===== src/rtl/spi_master_frontend.sv =====
// Single-byte-address SPI master front end (mode 0, MSB first).
// Raw cs_req/MISO are synchronized and debounced before use by the transaction FSM.

module spi_conditioner #(
  parameter int COUNTERWIDTH = 3,
  parameter int WAITTIME     = 3
) (
  input  logic CLK,
  input  logic reset,
  input  logic raw,
  output logic level,
  output logic rise,
  output logic fall
);

  logic                    sync1;
  logic                    sync2;
  logic [COUNTERWIDTH-1:0] cnt;

  // Edge pulses are registered together with the level so they coincide with its change.
  always_ff @(posedge CLK or posedge reset) begin
    if (reset) begin
      sync1 <= 1'b0;
      sync2 <= 1'b0;
      cnt   <= '0;
      level <= 1'b0;
      rise  <= 1'b0;
      fall  <= 1'b0;
    end else begin
      sync1 <= raw;
      sync2 <= sync1;
      rise  <= 1'b0;
      fall  <= 1'b0;
      if (sync2 == level) begin
        cnt <= '0;
      end else if (cnt == COUNTERWIDTH'(WAITTIME - 1)) begin
        level <= sync2;
        cnt   <= '0;
        rise  <= sync2;
        fall  <= ~sync2;
      end else begin
        cnt <= cnt + 1'b1;
      end
    end
  end

endmodule

module spi_master_frontend #(
  parameter int COUNTERWIDTH = 3,
  parameter int WAITTIME     = 3,
  parameter int SCLK_DIV     = 8
) (
  input  logic       CLK,
  input  logic       reset,
  input  logic       cs_req,
  input  logic [7:0] addr,
  input  logic [7:0] wdata,
  input  logic       MISO,
  output logic       MOSI,
  output logic       SCLK,
  output logic       CS,
  output logic [7:0] rdata,
  output logic       busy,
  output logic       done
);

  localparam int DIVW = $clog2(SCLK_DIV + 1);

  localparam logic [2:0] ST_IDLE       = 3'd0;
  localparam logic [2:0] ST_LOAD_ADDR  = 3'd1;
  localparam logic [2:0] ST_SHIFT_ADDR = 3'd2;
  localparam logic [2:0] ST_LOAD_DATA  = 3'd3;
  localparam logic [2:0] ST_SHIFT_DATA = 3'd4;
  localparam logic [2:0] ST_READ_DATA  = 3'd5;
  localparam logic [2:0] ST_DONE       = 3'd6;

  logic [2:0]      state;
  logic            sclk_r;
  logic [DIVW-1:0] half_cnt;
  logic [2:0]      bit_cnt;
  logic [7:0]      shreg;
  logic [7:0]      capture;
  logic [7:0]      addr_hold;
  logic [7:0]      wdata_hold;
  logic [7:0]      mux_out;
  logic            mux_sel;
  logic            half_end;
  logic            shifting;

  logic            cs_level_unused;
  logic            cs_rise;
  logic            cs_fall_unused;
  logic            miso_c;
  logic            miso_rise_unused;
  logic            miso_fall_unused;

  spi_conditioner #(.COUNTERWIDTH(COUNTERWIDTH), .WAITTIME(WAITTIME)) u_cs_cond (
    .CLK   (CLK),
    .reset (reset),
    .raw   (cs_req),
    .level (cs_level_unused),
    .rise  (cs_rise),
    .fall  (cs_fall_unused)
  );

  spi_conditioner #(.COUNTERWIDTH(COUNTERWIDTH), .WAITTIME(WAITTIME)) u_miso_cond (
    .CLK   (CLK),
    .reset (reset),
    .raw   (MISO),
    .level (miso_c),
    .rise  (miso_rise_unused),
    .fall  (miso_fall_unused)
  );

  assign mux_sel  = (state == ST_LOAD_DATA);
  assign mux_out  = mux_sel ? wdata_hold : addr_hold;
  assign half_end = (half_cnt == DIVW'(SCLK_DIV - 1));
  assign shifting = (state == ST_SHIFT_ADDR) || (state == ST_SHIFT_DATA) ||
                    (state == ST_READ_DATA);

  // The load cycle already drives the first bit, so it counts as the first low cycle.
  always_comb begin
    MOSI = 1'b0;
    if ((state == ST_LOAD_ADDR) || (state == ST_LOAD_DATA)) begin
      MOSI = mux_out[7];
    end else if ((state == ST_SHIFT_ADDR) || (state == ST_SHIFT_DATA)) begin
      MOSI = shreg[7];
    end
  end

  assign SCLK = sclk_r;
  assign CS   = (state == ST_IDLE) || (state == ST_DONE);
  assign busy = (state != ST_IDLE);
  assign done = (state == ST_DONE);

  always_ff @(posedge CLK or posedge reset) begin
    if (reset) begin
      state      <= ST_IDLE;
      sclk_r     <= 1'b0;
      half_cnt   <= '0;
      bit_cnt    <= '0;
      shreg      <= '0;
      capture    <= '0;
      addr_hold  <= '0;
      wdata_hold <= '0;
      rdata      <= '0;
    end else begin
      case (state)
        ST_IDLE: begin
          if (cs_rise) begin
            addr_hold  <= addr;
            wdata_hold <= wdata;
            state      <= ST_LOAD_ADDR;
          end
        end
        ST_LOAD_ADDR, ST_LOAD_DATA: begin
          shreg    <= mux_out;
          half_cnt <= DIVW'(1);
          bit_cnt  <= '0;
          sclk_r   <= 1'b0;
          state    <= (state == ST_LOAD_ADDR) ? ST_SHIFT_ADDR : ST_SHIFT_DATA;
        end
        ST_DONE: begin
          sclk_r <= 1'b0;
          state  <= ST_IDLE;
        end
        default: begin
          if (shifting) begin
            if (half_end) begin
              half_cnt <= '0;
              sclk_r   <= ~sclk_r;
              if (sclk_r) begin
                // Read data is taken at the end of the high half, just before the fall.
                if (state == ST_READ_DATA) begin
                  capture <= {capture[6:0], miso_c};
                  if (bit_cnt == 3'd7) begin
                    rdata <= {capture[6:0], miso_c};
                  end
                end else begin
                  shreg <= {shreg[6:0], 1'b0};
                end
                if (bit_cnt == 3'd7) begin
                  bit_cnt <= '0;
                  if (state == ST_SHIFT_ADDR) begin
                    state <= addr_hold[7] ? ST_READ_DATA : ST_LOAD_DATA;
                  end else begin
                    state <= ST_DONE;
                  end
                end else begin
                  bit_cnt <= bit_cnt + 3'd1;
                end
              end
            end else begin
              half_cnt <= half_cnt + 1'b1;
            end
          end else begin
            state <= ST_IDLE;
          end
        end
      endcase
    end
  end

endmodule


===== config.mk =====
export PLATFORM = sky130hd
export DESIGN_NAME = spi_master_frontend
export DESIGN_NICKNAME = d
export VERILOG_FILES = /design/src/rtl/spi_master_frontend.sv
export SDC_FILE = /design/constraint.sdc
export NUM_CORES = 1
export LEC_CHECK = 0
export ABC_AREA = 1
export BUFFER_PORTS_ARGS = -buffer_cell sky130_fd_sc_hd__buf_4
export CORE_ASPECT_RATIO = 0.75
export CORE_MARGIN = 1
export CORE_UTILIZATION = 30
export CTS_CLUSTER_SIZE = 25
export DETAILED_ROUTE_END_ITERATION = 10
export MAX_ROUTING_LAYER = met4
export PLACE_DENSITY = 0.53
export SLEW_MARGIN = 20
export SYNTH_ARGS = -nofsm -noshare
export SYNTH_HDL_FRONTEND = slang
export SYNTH_SLANG_ARGS = --single-unit
export TNS_END_PERCENT = 100

===== constraint.sdc =====
create_clock -name CLK -period 2.2 [get_ports CLK]
set_input_delay 0.44 -clock CLK [delete_from_list [all_inputs] [get_ports CLK]]
set_output_delay 0.44 -clock CLK [all_outputs]
set_load 0.005 [all_outputs]

=== Word level (Yosys, flattened, before mapping) ===
Index checks and enable logic that the tools add are counted.

* $add $sub $neg: 4
* Multipliers: 0
* Div/mod/pow operators: 0
* Magnitude comparators: 0
* Equal/unequal tests: 17
* Shifts and indexed selects: 0
* Mux-type cells: 34
* Bitwise gates (word level): 6
* Reduce and logical (&&, ||, !) cells: 25

{| class="wikitable"
|+ Operator list
! cell !! count
|-
| two-way mux 3 bit || 16
|-
| two-way mux 8 bit || 5
|-
| one-hot mux 8 bit (2 select lines) || 1
|-
| == test 3 x 2 -> 1 bit (second input constant) || 4
|-
| == test 3 bit (second input constant) || 4
|-
| != test 5 x 3 -> 1 bit (second input constant) || 2
|-
| AND reduction 5 bit || 2
|-
| nonzero test 2 bit || 5
|-
| adder 3 x 1 -> 3 bit (second input constant) || 3
|-
| one-hot mux 3 bit (3 select lines) || 1
|-
| two-way mux 4 bit || 2
|-
| one-hot mux 4 bit (2 select lines) || 1
|-
| AND reduction 2 bit || 4
|-
| AND reduction 4 bit || 2
|-
| two-way mux 1 bit || 6
|-
| inverter 1 bit || 6
|-
| one-hot mux 3 bit (2 select lines) || 1
|-
| AND reduction 6 bit || 1
|-
| != test 5 x 2 -> 1 bit (second input constant) || 1
|-
| adder 4 x 1 -> 4 bit (second input constant) || 1
|-
| == test 4 x 3 -> 1 bit (second input constant) || 1
|-
| logical OR 1 bit || 4
|-
| != test 2 x 1 -> 1 bit (second input constant) || 2
|-
| OR reduction 2 bit || 2
|-
| 8 further kinds || 9
|}

* Bits in registers: 63
* Bits in latches: 0
* Bits in writable memories: 0
* Bits in read-only memories: 0
* Bits of input ports: 20
* Output and inout bits: 13
* Logic and storage cells: 104
* Memories: 0

=== Longest topological paths before layout ===
Gate-level depths: netlist (run 1).

* Depth in word-level cells: 7
* Gate-level depth with buffers: 9
* Gate-level depth less buffers: 8

=== Cells and area by module ===
Synthesis (run 1) repeated with hierarchy kept, for this count alone.

* Cells, all modules: 359
* Area total of the unflattened synthesis: 3029.2 µm²

{| class="wikitable"
|+ Modules (own cells, without submodules)
! module !! instances !! cells an instance !! area an instance (µm²) !! sequential area each (µm²)
|-
| spi_master_frontend || 1 || 299 || 2426.1 || 1251.2
|-
| spi_conditioner || 2 || 30 || 301.5 || 200.2
|}

=== Worst setup path before layout (run 1) ===
No wires, ideal clock.

* Path kind: register to register
* Start point: register half_cnt[0]
* End point: register shreg[3]
* Setup time: 0.127 ns
* Data arrival time: 1.233 ns
* Data required time: 2.073 ns
* Setup slack: 0.840 ns
* Cell stages (with the launch flop): 10
* Path buffers: 1
* Period minus slack after synthesis: 1.360 ns
* Cells stage by stage: dfrtp_1 ha_1 nand2_1 nor2_1 nand2_1 nand2_1 nand3_4 buf_6 nand2_1 o21ai_0

* Longest elaborated chain between the ends: 3

{| class="wikitable"
|+ RTL lines
! what !! RTL line !! source
|-
| start, declared || 80 || <nowiki>logic [DIVW-1:0] half_cnt;</nowiki>
|-
| start signal, assigned || 195 || <nowiki>half_cnt <= half_cnt + 1'b1;</nowiki>
|-
| == test 4 x 3 -> 1 bit || 118 || <nowiki>assign half_end = (half_cnt == DIVW'(SCLK_DIV - 1));</nowiki>
|-
| nonzero test 2 bit (no line) || -- ||
|-
| AND reduction 5 bit (no line) || -- ||
|-
| end signal, assigned || 158 || <nowiki>shreg <= mux_out;</nowiki>
|-
| end signal, assigned || 181 || <nowiki>shreg <= {shreg[6:0], 1'b0};</nowiki>
|-
| end, declared || 82 || <nowiki>logic [7:0] shreg;</nowiki>
|}

Every way passes these cells.
A chain may end at the register's enable or synchronous reset.

=== Worst setup path in the final report (run 1) ===
* Start point: register state[2]
* End point: output MOSI

* Longest elaborated chain between the ends: 4
* Elaborated cells between the ends (all ways): 9
* Classes of those cells: eq/ne: 4; mux: 3; reduce/logical: 2

{| class="wikitable"
|+ RTL lines
! what !! RTL line !! source
|-
| start, declared || 78 || <nowiki>logic [2:0] state;</nowiki>
|-
| start signal, assigned || 162 || <nowiki>state <= (state == ST_LOAD_ADDR) ? ST_SHIFT_ADDR : ST_SHIFT_DATA;</nowiki>
|-
| start signal, assigned || 186 || <nowiki>state <= addr_hold[7] ? ST_READ_DATA : ST_LOAD_DATA;</nowiki>
|-
| == test 3 x 2 -> 1 bit or == test 3 bit (tied branches) || 127 || <nowiki>end else if ((state == ST_SHIFT_ADDR) || (state == ST_SHIFT_DATA)) begin</nowiki>
|-
| logical OR 1 bit || 127 ||
|-
| two-way mux 1 bit || 127 ||
|-
| two-way mux 1 bit * || 125 || <nowiki>if ((state == ST_LOAD_ADDR) || (state == ST_LOAD_DATA)) begin</nowiki>
|-
| end, declared || 60 || <nowiki>output logic MOSI,</nowiki>
|}

Mark *: on every way between the ends. The rest lies on a longest branch, timed or not.

==> results.cfg, run 1 <==
[timing]
postLayoutSetupSlackWorst_ps = 170
setup_viol = 0
skew_ps = 4.26
fin_setup_tns_ps = 0
fin_crit_sh_pct = 92.3
tightestPinTransition_ps = 442
max_slew_margin_pct = 70.6
hold_viol = 0
period_needed_ps = 2030
rsz0062_at_grt = no
slew_viol_final = 0
fmax_ghz = 0.493

[die]
row_count = 30
die_w_um = 114
start_util_pct = 31.0
num_io_pins = 33
dieArea_um2 = 9730
die_y_um = 85.7
core-area_um2 = 9050

[yosys]
netlist_instances = 322
synth_area_leaders = dfrtp_1 56%, nand2_1 16%, o21ai_0 4.3%, a21oi_1 3.2%, nor2_1 2.8%
syn-mean-instance-area_um2 = 8.70
ys_async_sr_fraction_pct = 100
synth_top_area_cell = dfrtp_1
ys_ff_latch = 63
synth_ff_type = dfrtp_1
synth.cell_area_um2 = 2800
synth.distinct_cells = 29
synth_top_area_share_pct = 56.3
synth-edff-count = 0
syn_nets = 345
ys_seq_area_share_pct = 56.3
yosys_warnings = 0

[pwr]
swShare_pct = 33.6
p_leak_uw = 0.00171
power.internal_uw = 3060
p_switching_uw = 1550
pwr-share-comb_pct = 28.9
seqPwrFrac_pct = 38.1
cellPowerDensity_nw_per_um2 = 1320
clkPwrFrac_pct = 33.0
peakVddDrop_mv = 0.405

[global_route]
grt.met1_usage_pct = 18.5
grt_max_degree = 64
grt_use_met3_pct = 4.59
busiest_layer = met2
grt_antenna_before_repair = 0
first_global_vias = 2132
use_met2_pct = 18.8
track_usage_pct = 13.6
grt_pass1_wl_um = 9910
grt_overflow_total = 0

[clock_tree]
worstSkewPairLatency_ps = 330
cts_made_buffers = 9
cts.htree.levels = 3
cts_tree = built
cts_resized = 0
postCtsHoldBufs = 0
post_cts_buffers = 0
clk_path_buf_depth = 2
numClockSinks = 63
clockRootBuffer = clkbuf_16
clkTransAtPathRegs_ps = 50

[place]
port_buffers = 32
gp_congestion = 0.834
pre_cts_slack_ps = 485
hpwl_um = 3990

[routing]
drtIter0Drc = 85
firstDrtPassIters = 5
drc = 0
postRouteAntennaNets = 0
wl_per_cell_um = 11.2
drt-total-wl_um = 5510
viasPerCell = 4.31
vias = 2123

[worst_setup_path]
cp-start-kind = register
required_ps = 1760
cp_max_fo = 19
path_class = register to output pin
cp-end-kind = output pin
arrival_ps = 1590

[finish]
nFillCells = 938
synthToLayoutAreaGrowth_pct = 25.0
seqCellArea_um2 = 1580
diodes = 0
multi_input_area_um2 = 1080
nets = 383
post_route_cells_drive_above_1_share_pct = 17.8

[run_status]
outcome = complete, no violations

[job]
cap_violations = 0

[worst_hold_path]
hold_path.class = primary input to asynchronous set/reset pin
registers in the layout (all words and copies together) (netlist names), 4 cells and up:
name        flops
addr_hold       8
capture         7
half_cnt        4
rdata           8
shreg           8
wdata_hold      8
area by class of cell:
type | count | area share [%]
Clock buffer | 13 | 7.43
Clock inverter | 3 | 1.86
Inverter | 23 | 2.47
Multi-Input combinational cell | 228 | 30.8
Sequential cell | 63 | 45.0
Tap cell | 128 | 4.57
Timing Repair Buffer | 35 | 7.86
stage by stage:
| step | hold slack (ps) | total power [uW] | cell area (um^2) | cells | util, % |
|---|---|---|---|---|---|
| after floorplan | 331 | 2750 | 2800 | 322 | - |
| after global placement | 332 | 3100 | 3180 | 477 | 35.1 |
| after detailed placement | 335 | 3120 | 3180 | 477 | 35.1 |
| after CTS | 192 | 4670 | 3500 | 493 | 38.7 |
| after global routing | 203 | 4960 | 3500 | 493 | 38.7 |
| final | 178 | 4610 | 3500 | 493 | 38.7 |
path summary, 6_finish.rpt:
check / from / end / slack [ps] / depth (start not counted)
worst max-delay path: state[2]$_DFFE_PP0P_ / MOSI / 170 / 6
worst min-delay path: reset / u_miso_cond.level$_DFFE_PP0P_ / 180 / 3
worst max register to register: state[1]$_DFFE_PP0P_ / rdata[4]$_DFFE_PP0P_ / 610 / 6
worst min register to register: u_cs_cond.sync1$_DFF_PP0_ / u_cs_cond.sync2$_DFF_PP0_ / 350 / 0
max in group asynchronous: reset / SCLK$_DFFE_PP0P_ / 1750 / 3
min in group CLK: cs_req / u_cs_cond.sync1$_DFF_PP0_ / 220 / 1
power groups by stage:
stage	Sequential [uW]	Combinational, uW	Clock, uW
detailed placement	1770	1350	0
CTS	1760	1350	1560
global placement	1770	1320	0
floorplan	1690	1060	0
global route	1810	1550	1610
finish	1760	1330	1520
Yosys cell counts, types with 2 or more instances:
| cell | instances |
|---|---|
| o21ai_0 | 24 |
| nand3_1 | 12 |
| buf_6 | 2 |
| inv_2 | 3 |
| nand2_1 | 116 |
| inv_1 | 20 |
| a21oi_1 | 18 |
| o21ai_2 | 2 |
| nor3b_1 | 2 |
| mux2i_1 | 2 |
| nor3_1 | 6 |
| o21ai_1 | 4 |
| xnor2_1 | 2 |
| nor2_1 | 21 |
| ha_1 | 3 |
| nand2_2 | 5 |
| buf_4 | 3 |
| dfrtp_1 | 63 |
| xor2_1 | 2 |
| buf_2 | 3 |
worst max-delay path: stages (launching register included):
cell and delay (ps):
dfrtp_1 440, inv_2 110, nand2_2 210, nor2_1 140, o21ai_0 110, o21ai_0 110
buf_4 150
cells in the final DEF (no fill, tap or decap), types with 2 or more instances in the layout:
| cell | synthesis | layout |
|---|---|---|
| a21oi_1 | 18 | 18 |
| buf_4 | 3 | 34 |
| bufinv_16 | 0 | 2 |
| clkbuf_1 | 0 | 2 |
| clkbuf_16 | 0 | 9 |
| clkbuf_8 | 0 | 2 |
| dfrtp_1 | 63 | 63 |
| ha_1 | 3 | 3 |
| inv_1 | 20 | 19 |
| inv_2 | 3 | 4 |
| mux2i_1 | 2 | 2 |
| nand2_1 | 116 | 116 |
| nand2_2 | 5 | 5 |
| nand3_1 | 12 | 12 |
| nor2_1 | 21 | 21 |
| nor3_1 | 6 | 6 |
| nor3b_1 | 2 | 2 |
| o21ai_0 | 24 | 24 |
| o21ai_1 | 4 | 4 |
| o21ai_2 | 2 | 2 |
| xnor2_1 | 2 | 2 |
| xor2_1 | 2 | 2 |
layer usage:
| metal | wire length, um | share of wire, % |
|---|---|---|
| met5 | 0 | 0 |
| met4 | 74 | 1.3 |
| met3 | 207 | 3.8 |
| met2 | 2400 | 43 |
| met1 | 2830 | 51 |
cells by family after synthesis:
logic type | share of synthesized area [%]
and+or+nand+nor | 25.1
DFF | 56.3
AOI/OAI and AO/OA | 9.69
buffers and inverters | 5.23
xor gates and xnor gates | 1.25
muxes | 1.12
adders and majority gates | 1.34
(Power assumes the default switching activity.)
==> run 2, diff against run 1 <==
- CORE_UTILIZATION: 30 -> 45
- PLACE_DENSITY: 0.53 -> 0.7
==> run 2 against run 1 <==
  * Clock power shrank 37%
  * Clock-buffer cell count shrank 1
  * Die area shrank 33%
  * Via count grew 2.3%
  * Non-clock buffer count shrank 1
  * Setup slack lost 21 ps
  * Sequential cell count is the same
  * Largest cell class unchanged
  * Largest power group unchanged
==> results.cfg, run 2 (synthesis results as in run 1) <==
[routing]
wl_per_cell_um = 11.7
postRouteAntennaNets = 0
drt-total-wl_um = 5190
firstDrtPassIters = 4
viasPerCell = 4.91
drtIter0Drc = 174
vias = 2171
drc = 0

[clock_tree]
cts_made_buffers = 9
cts_tree = built
clk_path_buf_depth = 2
numClockSinks = 63
clkTransAtPathRegs_ps = 60
cts.htree.levels = 3
clockRootBuffer = clkbuf_8
worstSkewPairLatency_ps = 340
post_cts_buffers = 0

[timing]
fin_crit_sh_pct = 93.2
tightestPinTransition_ps = 433
skew_ps = 5.20
postLayoutSetupSlackWorst_ps = 150
max_slew_margin_pct = 71.2
rsz0062_at_grt = no
fmax_ghz = 0.488
setup_viol = 0
period_needed_ps = 2050
fin_setup_tns_ps = 0
slew_viol_final = 0
hold_viol = 0

[worst_setup_path]
r2r-end = state[2]$_DFFE_PP0P_
ff2ff_setup_slack_ps = 570
arrival_ps = 1610
crit_buf_inv = 2
required_ps = 1760
cp_max_fo = 13
path_class = register to output pin
crit_path_max_incr_delay_ps = 480
r2r-start = state[1]$_DFFE_PP0P_
cp-end-kind = output pin
crit_path_cell_trace = inv_2, nor2_1, nor2_1, o21ai_0, buf_4
reg2regPathDepth = 8
critPathMostFrequentCell = nor2_1
cp_top_family = flip-flops
slowest_stage = dfrtp_1
cp-start-kind = register

[die]
core-area_um2 = 5920
num_io_pins = 33
row_count = 24
dieArea_um2 = 6550
start_util_pct = 47.4
die_y_um = 70.3
die_w_um = 93.1

[place]
port_buffers = 32
gp_congestion = 0.822
hpwl_um = 3640
pre_cts_slack_ps = 510

[finish]
nFillCells = 546
final_common_cell = nand2_1
nets = 382
final_cell_mix = 116 x nand2_1, 63 x dfrtp_1, 33 x buf_4
post_route_cells_drive_above_1_share_pct = 17.6
synthToLayoutAreaGrowth_pct = 17.9
utilization_pct = 55.8
diodes = 0

[run_status]
outcome = complete, no violations

[worst_hold_path]
hold_path.class = primary input to asynchronous set/reset pin

[global_route]
track_usage_pct = 18.4
first_global_vias = 2003
grt_overflow_total = 0
grt_max_degree = 64
grt_pass1_wl_um = 8980
grt_antenna_before_repair = 0

[pwr]
cellPowerDensity_nw_per_um2 = 1230
p_leak_uw = 0.00165
power.total_uw = 4070
peakVddDrop_mv = 0.518

[job]
cap_violations = 0
run 2: worst max path at each step:
stage                          from                to  slack, ps  depth (start not counted)
2_1_floorplan                 reset  SCLK$_DFFE_PP0P_        190                          1
3_3_place_gp   state[2]$_DFFE_PP0P_              MOSI        550                          6
3_5_place_dp   state[1]$_DFFE_PP0P_              MOSI        510                          5
4_1_cts        state[1]$_DFFE_PP0P_              MOSI        130                          5
5_1_grt        state[1]$_DFFE_PP0P_              MOSI         30                          5
6_report       state[1]$_DFFE_PP0P_              MOSI        150                          5
run 2: per-layer routing:
layer	part of all wire (%)	vias to the layer above	wire (um)	global-route usage (%)
li1	-	1111	-	-
met1	53	1019	2770	26.2
met2	42	31	2160	24.3
met3	3.7	10	192	5.88
met4	1.3	0	69	7.18
met5	0	-	0	-
run 2: through the flow:
step	instances	hold WS (ps)	instance area (um^2)
6_report	442	171	3300
2_1_floorplan	322	331	2800
3_3_place_gp	426	335	3110
4_1_cts	442	177	3300
3_5_place_dp	426	343	3110
5_1_grt	442	186	3300
run 2: area by class of cell:
class	instances	area, um^2	area share [%]
Multi-Input combinational cell	228	1080	32.8
Inverter	23	86.3	2.61
Clock inverter	4	45.0	1.36
Sequential cell	63	1580	47.7
Timing Repair Buffer	34	268	8.11
Tap cell	78	97.6	2.96
Clock buffer	12	145	4.40
run 2: timing repair:
item	4_1_cts	5_1_grt
hold buffers	0	0
resized for setup	0	1
endpoints found under the setup margin	0	1
run 2: report_power, final:
group	internal (uW)	leakage, uW	switching (uW)
Combinational	518	0.000760	824
Clock	549	0.000100	417
Sequential	1500	0.000790	263
Total	2560	0.00165	1500
run 2: worst register-to-register path, cell delays in order, from the launching register on:
cell and delay, ps:
dfrtp_1 460, inv_2 210, nand2_2 90, nor2_4 360, nor2_1 70, nand2_1 70, nand2_1 90, nand3_1 100
nand2_1 60
==> run 3, diff against run 2 <==
- RECOVER_POWER: not set -> 100
==> run 3 against run 2 <==
  * The flow now finishes with violations (capacitance limit, slew limit)
  * Routed wire length fell by 0.19%
  * Fmax rose by 0.20%
  * Clock power barely moved
  * Sequential cell count did not move
  * First-iteration DRC count fell by 7.5%
  * Sequential share of layout area rose by 0.73 points
  * Die area did not move
==> results.cfg, run 3 (synthesis results as in run 1) <==
[run_status]
outcome = finished with violations
failed_checks = capacitance limit, slew limit

[clock_tree]
postCtsHoldBufs = 0
numClockSinks = 63
clk_path_buf_depth = 2
clkTransAtPathRegs_ps = 70
cts_tree = built
post_cts_buffers = 0
worstSkewPairLatency_ps = 340
cts_resized = 0
cts.htree.levels = 3
clockRootBuffer = clkbuf_8
cts_made_buffers = 9

[timing]
fin_crit_sh_pct = 93.0
slew_viol_final = 64
period_needed_ps = 2050
fmax_ghz = 0.489
max_slew_margin_pct = -1.57
skew_ps = 3.83
postLayoutSetupSlackWorst_ps = 154
tightestPinTransition_ps = 1520
hold_viol = 0
fin_setup_tns_ps = 0
setup_viol = 0
rsz0062_at_grt = no

[pwr]
peakVddDrop_mv = 0.517
cellPowerDensity_nw_per_um2 = 1230
power.internal_uw = 2540
pwr-share-comb_pct = 31.9
seqPwrFrac_pct = 43.9
swShare_pct = 36.6
clkPwrFrac_pct = 24.2
p_switching_uw = 1460
p_leak_uw = 0.00163
power.total_uw = 4000

[finish]
post_route_cells_drive_above_1_share_pct = 15.7
nets = 382
synthToLayoutAreaGrowth_pct = 16.1
diodes = 0
final_cell_mix = 118 x nand2_1, 63 x dfrtp_1, 28 x o21ai_0
final_common_cell = nand2_1

[die]
num_io_pins = 33
start_util_pct = 47.4
die_w_um = 93.1
dieArea_um2 = 6550
core-area_um2 = 5920
row_count = 24
die_y_um = 70.3

[worst_setup_path]
arrival_ps = 1610
required_ps = 1760
reg2regPathDepth = 6
cp-end-kind = output pin
path_class = register to output pin
cp_max_fo = 13
cp-start-kind = register

[routing]
drc = 0
postRouteAntennaNets = 0
drtIter0Drc = 161
viasPerCell = 4.88
vias = 2159
firstDrtPassIters = 4
drt-total-wl_um = 5180
wl_per_cell_um = 11.7

[place]
pre_cts_slack_ps = 510
port_buffers = 32
gp_congestion = 0.822
hpwl_um = 3640

[global_route]
grt_max_degree = 64
grt_antenna_before_repair = 0
track_usage_pct = 18.4
grt_pass1_wl_um = 8980
first_global_vias = 2003
grt_overflow_total = 0

[worst_hold_path]
hold_path.class = primary input to register
min_path_cells = 1

[job]
cap_violations = 1
-- run 3: power by group through the flow --
stage	combinational (uW)	clock (uW)	sequential, uW
after global routing	1470	1040	1790
after floorplan	1060	0	1690
after global placement	1300	0	1760
final	1270	968	1760
after detailed placement	1330	0	1760
after CTS	1340	995	1750
-- run 3: final timing paths --
| check | start | end | slack [ps] |
|---|---|---|---|
| worst max-delay path | state[1]$_DFFE_PP0P_ | MOSI | 150 |
| worst min-delay path | cs_req | u_cs_cond.sync1$_DFF_PP0_ | 230 |
| worst max register to register | state[1]$_DFFE_PP0P_ | addr_hold[0]$_DFFE_PP0P_ | 290 |
| worst min register to register | u_cs_cond.sync1$_DFF_PP0_ | u_cs_cond.sync2$_DFF_PP0_ | 360 |
| max in group asynchronous | reset | shreg[4]$_DFFE_PP0P_ | 660 |
| min in group asynchronous | reset | capture[3]$_DFFE_PP0P_ | 640 |
-- run 3: critical path, stage by stage, from the launching register on --
cell and delay (ps):
dfrtp_1 480, inv_2 160, nor2_1 190, nor2_1 80, o21ai_0 210, buf_4 150
-- run 3: area by class of cell --
| cell class | instances | area [um^2] |
|---|---|---|
| inverters | 23 | 86.3 |
| flip-flops and latches | 63 | 1580 |
| clock buffers | 12 | 145 |
| fillers | 558 | 2660 |
| multi-input cells | 228 | 1050 |
| clock inverters | 4 | 45.0 |
| well taps | 78 | 97.6 |
| repair buffers | 34 | 253 |
-- run 3: layer usage --
layer / vias to the layer above / routed length (um) / global-route usage (%)
li1: 1110 / - / -
met1: 1008 / 2810 / 26.2
met2: 30 / 2120 / 24.3
met3: 11 / 166 / 5.88
met4: 0 / 77 / 7.18
met5: - / 0 / -
-- run 3: through the flow --
step / hold WS [ps] / utilization [%] / instance area, um^2 / cells
CTS: 177 / 55.7 / 3300 / 442
global placement: 335 / 52.5 / 3110 / 426
floorplan: 331 / - / 2800 / 322
finish: 226 / 55.0 / 3250 / 442
detailed placement: 343 / 52.5 / 3110 / 426
global route: 210 / 55.0 / 3250 / 442
